===== src/rtl/frame_tail_tx.sv =====
// Frame tail transmitter: walks CRC delimiter, ACK slot/delimiter, EOF and intermission
// while always driving recessive, and checks the read-back bus level once per bit.
module frame_tail_tx (
    input  logic clk,
    input  logic reset,
    input  logic start,
    input  logic bitStart,
    input  logic samplePulse,
    input  logic rateSelector,
    input  logic rxIn,
    output logic txOut,
    output logic busy,
    output logic ackOk,
    output logic ackError,
    output logic bitError,
    output logic overload,
    output logic tailDone
);

    typedef enum logic [2:0] {
        IDLE     = 3'd0,
        CRC_DEL  = 3'd1,
        ACK_SLOT = 3'd2,
        ACK_DEL  = 3'd3,
        EOF      = 3'd4,
        IFS      = 3'd5
    } state_t;

    function automatic logic majority3(input logic [2:0] s);
        return (s[0] & s[1]) | (s[0] & s[2]) | (s[1] & s[2]);
    endfunction

    state_t     r_state;
    state_t     w_state_nxt;
    logic [2:0] r_bit_cnt;
    logic [2:0] w_bit_cnt_nxt;
    logic [1:0] r_samp_cnt;
    logic [2:0] r_samp;
    logic       r_eval;
    logic [1:0] w_samp_need;
    logic       w_capture;
    logic       w_bit_val;
    logic       w_dom_err;
    logic       w_ack_ok;
    logic       w_ack_err;
    logic       w_bit_err;
    logic       w_ovl;
    logic       w_done;

    assign w_samp_need = rateSelector ? 2'd3 : 2'd1;
    // A bit boundary takes priority over a coincident sample; surplus pulses fall through.
    assign w_capture   = samplePulse && !bitStart && (r_state != IDLE) && (r_samp_cnt < w_samp_need);
    assign w_bit_val   = rateSelector ? majority3(r_samp) : r_samp[0];
    assign w_dom_err   = r_eval && !w_bit_val;

    // Sample sequencer: captures up to the required samples and flags a one-shot evaluation.
    always_ff @(posedge clk) begin
        if (reset || bitStart || (r_state == IDLE)) begin
            r_samp_cnt <= 2'd0;
            r_samp     <= 3'b000;
            r_eval     <= 1'b0;
        end else begin
            r_eval <= w_capture && ((r_samp_cnt + 2'd1) == w_samp_need);
            if (w_capture) begin
                r_samp[r_samp_cnt] <= rxIn;
                r_samp_cnt         <= r_samp_cnt + 2'd1;
            end else begin
                r_samp_cnt <= r_samp_cnt;
            end
        end
    end

    // Next-state and pulse decode; an evaluated error always beats a coincident bit boundary.
    always_comb begin
        w_state_nxt   = r_state;
        w_bit_cnt_nxt = r_bit_cnt;
        w_ack_ok      = 1'b0;
        w_ack_err     = 1'b0;
        w_bit_err     = 1'b0;
        w_ovl         = 1'b0;
        w_done        = 1'b0;
        case (r_state)
            IDLE: begin
                if (start) begin
                    w_state_nxt   = CRC_DEL;
                    w_bit_cnt_nxt = 3'd0;
                end else begin
                    w_state_nxt = IDLE;
                end
            end
            CRC_DEL: begin
                if (w_dom_err) begin
                    w_bit_err   = 1'b1;
                    w_state_nxt = IDLE;
                end else if (bitStart) begin
                    w_state_nxt = ACK_SLOT;
                end else begin
                    w_state_nxt = CRC_DEL;
                end
            end
            ACK_SLOT: begin
                if (r_eval && w_bit_val) begin
                    w_ack_err   = 1'b1;
                    w_state_nxt = IDLE;
                end else begin
                    w_ack_ok    = r_eval;
                    w_state_nxt = bitStart ? ACK_DEL : ACK_SLOT;
                end
            end
            ACK_DEL: begin
                if (w_dom_err) begin
                    w_bit_err   = 1'b1;
                    w_state_nxt = IDLE;
                end else if (bitStart) begin
                    w_state_nxt   = EOF;
                    w_bit_cnt_nxt = 3'd0;
                end else begin
                    w_state_nxt = ACK_DEL;
                end
            end
            EOF: begin
                if (w_dom_err) begin
                    w_bit_err   = 1'b1;
                    w_state_nxt = IDLE;
                end else if (bitStart) begin
                    if (r_bit_cnt == 3'd6) begin
                        w_state_nxt   = IFS;
                        w_bit_cnt_nxt = 3'd0;
                    end else begin
                        w_bit_cnt_nxt = r_bit_cnt + 3'd1;
                    end
                end else begin
                    w_state_nxt = EOF;
                end
            end
            IFS: begin
                // Dominant in the last intermission bit is someone else's SOF, not an error.
                if (w_dom_err && (r_bit_cnt != 3'd2)) begin
                    w_ovl       = 1'b1;
                    w_state_nxt = IDLE;
                end else if (bitStart) begin
                    if (r_bit_cnt == 3'd2) begin
                        w_done      = 1'b1;
                        w_state_nxt = IDLE;
                    end else begin
                        w_bit_cnt_nxt = r_bit_cnt + 3'd1;
                    end
                end else begin
                    w_state_nxt = IFS;
                end
            end
            default: begin
                w_state_nxt   = IDLE;
                w_bit_cnt_nxt = 3'd0;
            end
        endcase
    end

    // State register and registered outputs.
    always_ff @(posedge clk) begin
        if (reset) begin
            r_state   <= IDLE;
            r_bit_cnt <= 3'd0;
            txOut     <= 1'b1;
            busy      <= 1'b0;
            ackOk     <= 1'b0;
            ackError  <= 1'b0;
            bitError  <= 1'b0;
            overload  <= 1'b0;
            tailDone  <= 1'b0;
        end else begin
            r_state   <= w_state_nxt;
            r_bit_cnt <= w_bit_cnt_nxt;
            txOut     <= 1'b1;
            busy      <= (w_state_nxt != IDLE);
            ackOk     <= w_ack_ok;
            ackError  <= w_ack_err;
            bitError  <= w_bit_err;
            overload  <= w_ovl;
            tailDone  <= w_done;
        end
    end

endmodule


===== config.mk =====
export PLATFORM = sky130hd
export DESIGN_NAME = frame_tail_tx
export DESIGN_NICKNAME = d
export VERILOG_FILES = /design/src/rtl/frame_tail_tx.sv
export SDC_FILE = /design/constraint.sdc
export NUM_CORES = 1
export LEC_CHECK = 0
export ABC_CLOCK_PERIOD_IN_PS = 2200
export BUFFER_PORTS_ARGS = -buffer_cell sky130_fd_sc_hd__buf_2
export CAP_MARGIN = 20
export CORE_MARGIN = 2
export CORE_UTILIZATION = 55
export CTS_CLUSTER_DIAMETER = 120
export DETAILED_ROUTE_END_ITERATION = 10
export PLACE_DENSITY = 0.88
export SYNTH_ARGS = -nofsm -noshare
export SYNTH_HDL_FRONTEND = slang
export SYNTH_SLANG_ARGS = --single-unit

===== constraint.sdc =====
create_clock -name clk -period 2.2 [get_ports clk]
set_input_delay 0.44 -clock clk [delete_from_list [all_inputs] [get_ports clk]]
set_output_delay 0.44 -clock clk [all_outputs]
set_load 0.05 [all_outputs]

; ---- After elaboration in Yosys (flattened, before gate mapping)
; Cells that the tools add are included.
[totals]
regBits = 18
out_inout_bits = 7
inputBits = 7
[classes]
magnitude_cmp = 3
n_mux = 33
bitwise_logic = 10
n_eq_ne = 17
reduce_logical = 23
n_addsub = 2
[ops]
columns = cell, n
row1 = $mux 3, 17
row2 = $pmux 3 s6, 1
row3 = $ne 2x2->1 const B, 8
row4 = $pmux 3 s5, 1
row5 = $eq 3x2->1 const B, 3
row6 = $eq 3x3->1 const B, 3
row7 = $reduce_and 9->1, 1
row8 = $logic_and 1x1->1, 8
row9 = $mux 1, 8
row10 = $mux 2, 4
row11 = $reduce_or 2->1, 4
row12 = $reduce_bool 3->1, 2
row13 = $reduce_or 3->1, 2
row14 = $not 1->1, 5
row15 = $reduce_or 4->1, 1
row16 = $add 3x1->3 const B, 1
row17 = $and 1x1->1, 3
row18 = $bwmux 3, 1
row19 = $eq 3x1->1 const B, 1
row20 = $logic_not 3->1, 1
row21 = $lt 2x3->1 const B, 1
row22 = $ne 3x2->1 const B, 1
row23 = $add 2x1->2 const B, 1
row24 = $demux 1 s2, 1
row25 = 6 further kinds, 9

; ---- Longest topological paths before layout
[depth]
depth_word = 10
ltp_mapped = 7
depth_no_buf = 7

; ---- Worst setup path before layout
; OpenSTA, ideal clock, no wires.
[synth_timing]
path_kind = input to register
start = input rateSelector
end = register r_samp[0]
cell_stages = 6
path_slack_ns = 0.377
required_ns = 2.080
n_path_buf = 0
arrival_ns = 1.703
path_cell_list = inv_1 > fa_1 > nor4b_2 > nand2_1 > mux2i_1 > nor2_1
[synth_via]
elab_chain_len = 3
[synth_lines]
columns = item, line
row1 = "start, declared", 9  ; input logic rateSelector,
row2 = $mux 2, 50  ; assign w_samp_need = rateSelector ? 2'd3 : 2'd1;
row3 = $lt 2x2->1, 52  ; assign w_capture = samplePulse && !bitStart && (r_state != IDLE) && (r_samp_cnt < w_samp_need);
row4 = $logic_and 1x1->1, 52
row5 = "end signal, assigned by index", 65  ; r_samp[r_samp_cnt] <= rxIn;
row6 = "end, declared", 38  ; logic [2:0] r_samp;
; Every way passes these cells.
; A chain may end at the register's enable or synchronous reset.

; ---- Worst setup path in the final report
[layout_timing]
start = register r_state[2]
end = register busy
[layout_via]
elab_chain_len = 5
[layout_lines]
columns = item, line
row1 = "start, declared", 33  ; state_t r_state;
row2 = "start signal, assigned", 172  ; r_state <= w_state_nxt;
row3 = $mux 3 (on tied branches), "142, 126"
row4 = $mux 3 (on tied branches), "141, 125"
row5 = $mux 3 (on tied branches), "138, 122"
row6 = $pmux 3 s6 *, 82  ; case (r_state)
row7 = $reduce_bool 3->1 *, 175  ; busy <= (w_state_nxt != IDLE);
row8 = "end signal, assigned", 175
row9 = "end, declared", 12  ; output logic busy,
; Mark *: on every way between the ends. The rest lies on a longest branch, timed or not.

==> results by group <==
Outcome
  – Outcome: complete, no violations

CTS
  – Hold-fix buffers, CTS: 0
  – CTS root buf: clkbuf_4
  – Post-CTS sizing: 0
  – CTS clock-pin slew for the worst setup and hold paths: 0.11 ns
  – Maximum buffer depth of the clock tree: 2
  – CTS tree: yes
  – CTS Sinks: 18
  – Post CTS Setup Buffer Count: 0
  – Clock insertion delay at the later pin of the skew report: 0.30 ns
  – Clock buffer count from CTS: 3
  – Number of H-tree levels: 1

GRT
  – Largest net degree at the start of global routing: 18
  – Total GRT Usage: 0.217
  – Grt total ovfl: 0
  – Vias in the first global route: 801
  – Initial antenna violation count: 0
  – First-pass GRT wire length: 3460 microns

Die
  – Die area: 2280 sq um
  – Std-Cell Rows: 15
  – Die span in x: 47.8 microns
  – Die Y: 47.8 microns
  – # IOs: 14
  – Starting density of the core: 0.598
  – Placeable Area: 1760 sq um

Final layout
  – Register area: 360 sq um
  – Layout fillers: 155
  – Fin util: 0.654
  – ANT cells: 0
  – Nets@finish: 147
  – Multi-input gate area: 628 sq um
  – Share of cells above drive strength 1: 0.173
  – Synth-to-layout area growth: 9.37%

Hold path
  – Min-delay worst type: in2reg

Detailed routing
  – DR WL/cell: 13.4 microns
  – TritonRoute pass-1 iters: 4
  – Drt drc: 0
  – DR vias/cell: 6.07
  – Via count: 959
  – Initial DRC Count: 27
  – Antenna Nets Post-Route: 0
  – Final WL: 2110 microns

Power
  – Leakage: 0.463 nW
  – VDD IR max: 0.315 mV
  – Total power: 0.636 mW
  – Cell Pwr Density: 551 nW/um^2

Placed design
  – Pre-CTS setup slack: 0.321 ns
  – Dpl hpwl: 1560 microns
  – PortBufs: 12
  – Routability congestion estimate: 0.811

STA
  – Relative slew slack: 0.588
  – Final setup fails: 0
  – Highest clock rate: 562 MHz
  – Min cycle time layout: 1.78 ns
  – Least-Margin Pin Slew: 0.617 ns
  – Final Max Slew Viols: 0
  – Hold Fails Final Rpt: 0
  – Final setup TNS: 0 ns
  – Fin Hold WS: 0.401 ns
  – Setup Skew: 0.00686 ns
  – Final WS setup: 0.420 ns
  – RSZ-0062 raised after global routing: false
  – Period utilization: 0.809

Synth
  – Async SR Flop Fraction: 0
  – Synth area leaders: dfxtp_1 (34%), ha_1 (5.9%), a21oi_1 (4.3%)
  – Yosys warning count: 0
  – Synthesized flop and latch total: 18
  – List of most frequent post-synthesis cells: dfxtp_1 (18), a21oi_1 (9), nand2_1 (9), nor2_1 (9), nor3_1 (9)
  – Count leader, synth: dfxtp_1
  – Post-Syn Area per Cell: 8.58 sq um
  – Leading area contributor after synthesis: dfxtp_1
  – Share of the synthesized area in the top cell type: 0.342
  – Register area share after synthesis: 0.342
  – Post-Syn Instances: 123
  – Area of the mapped netlist: 1050 sq um
  – Synth Flop Type: dfxtp_1
  – Mapped Nets: 136
  – Synth cell types: 43
  – EDFF count, synth: 0

Setup path
  – Arr. time, crit path: 2.03 ns
  – CP Class: reg2reg
  – Worst path required time: 2.45 ns
  – Worst Path Max Fanout: 11
  – Startpoint Class: flop
  – Crit end category: flop

Flow run
  – Max-cap violation count: 0
cell families (layout without fill, tap and decap cells):
logic type / Yosys count / after routing / share of synthesized area
other cells: 1 / 1 / 0.00356
mux: 4 / 4 / 0.0380
xor+xnor: 1 / 1 / 0.00831
simple gates: 55 / 55 / 0.299
compound gates: 24 / 24 / 0.168
buf+inv: 14 / 24 / 0.0629
flops: 18 / 18 / 0.342
fa+ha+maj: 6 / 6 / 0.0783
registers in the layout (all words and copies together), names as in the netlist:
name / count
bitError: 1
r_samp: 3
r_samp_cnt: 2
r_state: 3
busy: 1
overload: 1
ackError: 1
tailDone: 1
r_bit_cnt: 3
r_eval: 1
ackOk: 1
placed cells by master (no fill, tap or decap), drive strengths merged, types with 5 or more instances in the layout:
master / Yosys / final
a21oi: 10 / 10
buf: 6 / 14
dfxtp: 18 / 18
ha: 5 / 5
inv: 6 / 6
nand2: 9 / 9
nand2b: 5 / 5
nor2: 9 / 9
nor3: 9 / 9
final timing paths:
| path | start | endpoint | slack (ns) | cells after the start |
|---|---|---|---|---|
| max | r_state[2]$_SDFF_PP0_ | busy$_SDFF_PP0_ | 0.42 | 5 |
| min | rxIn | r_samp[2]$_SDFFE_PP0P_ | 0.40 | 3 |
| max reg2reg | r_state[2]$_SDFF_PP0_ | busy$_SDFF_PP0_ | 0.42 | 5 |
| min reg2reg | r_bit_cnt[1]$_SDFFE_PP0P_ | r_bit_cnt[1]$_SDFFE_PP0P_ | 0.51 | 2 |
power breakdown:
part | leakage [nW] | switching, mW | internal [mW]
clock | 0.0210 | 0.105 | 0.101
sequential | 0.146 | 0.0109 | 0.332
combinational | 0.297 | 0.0533 | 0.0335
total | 0.463 | 0.170 | 0.467
area by class of cell:
cell class	instances	share of cell area
well taps	25	0.0271
inverters	6	0.0195
repair buffers	14	0.0651
clock buffers	4	0.0315
flip-flops and latches	18	0.312
multi-input cells	91	0.544
per-layer routing:
metal,part of all wire,wire length (microns),track usage
met1,0.45,957,0.298
met5,0,0,0
met4,0.023,49,0.124
met3,0.055,117,0.0377
met2,0.47,987,0.317
critical path, cell delays in order (launching register included):
cell	delay [ns]
dfxtp_1	0.56
nor2b_1	0.44
nand3_1	0.20
o211ai_1	0.16
o311a_1	0.23
o31a_1	0.14
stage by stage:
step	std cells	instance area [sq um]
CTS	158	1150
global route	158	1150
floorplan	123	1050
finish	158	1150
global placement	154	1120
detailed placement	154	1120
Note: power is estimated with default switching activity, not from simulation.
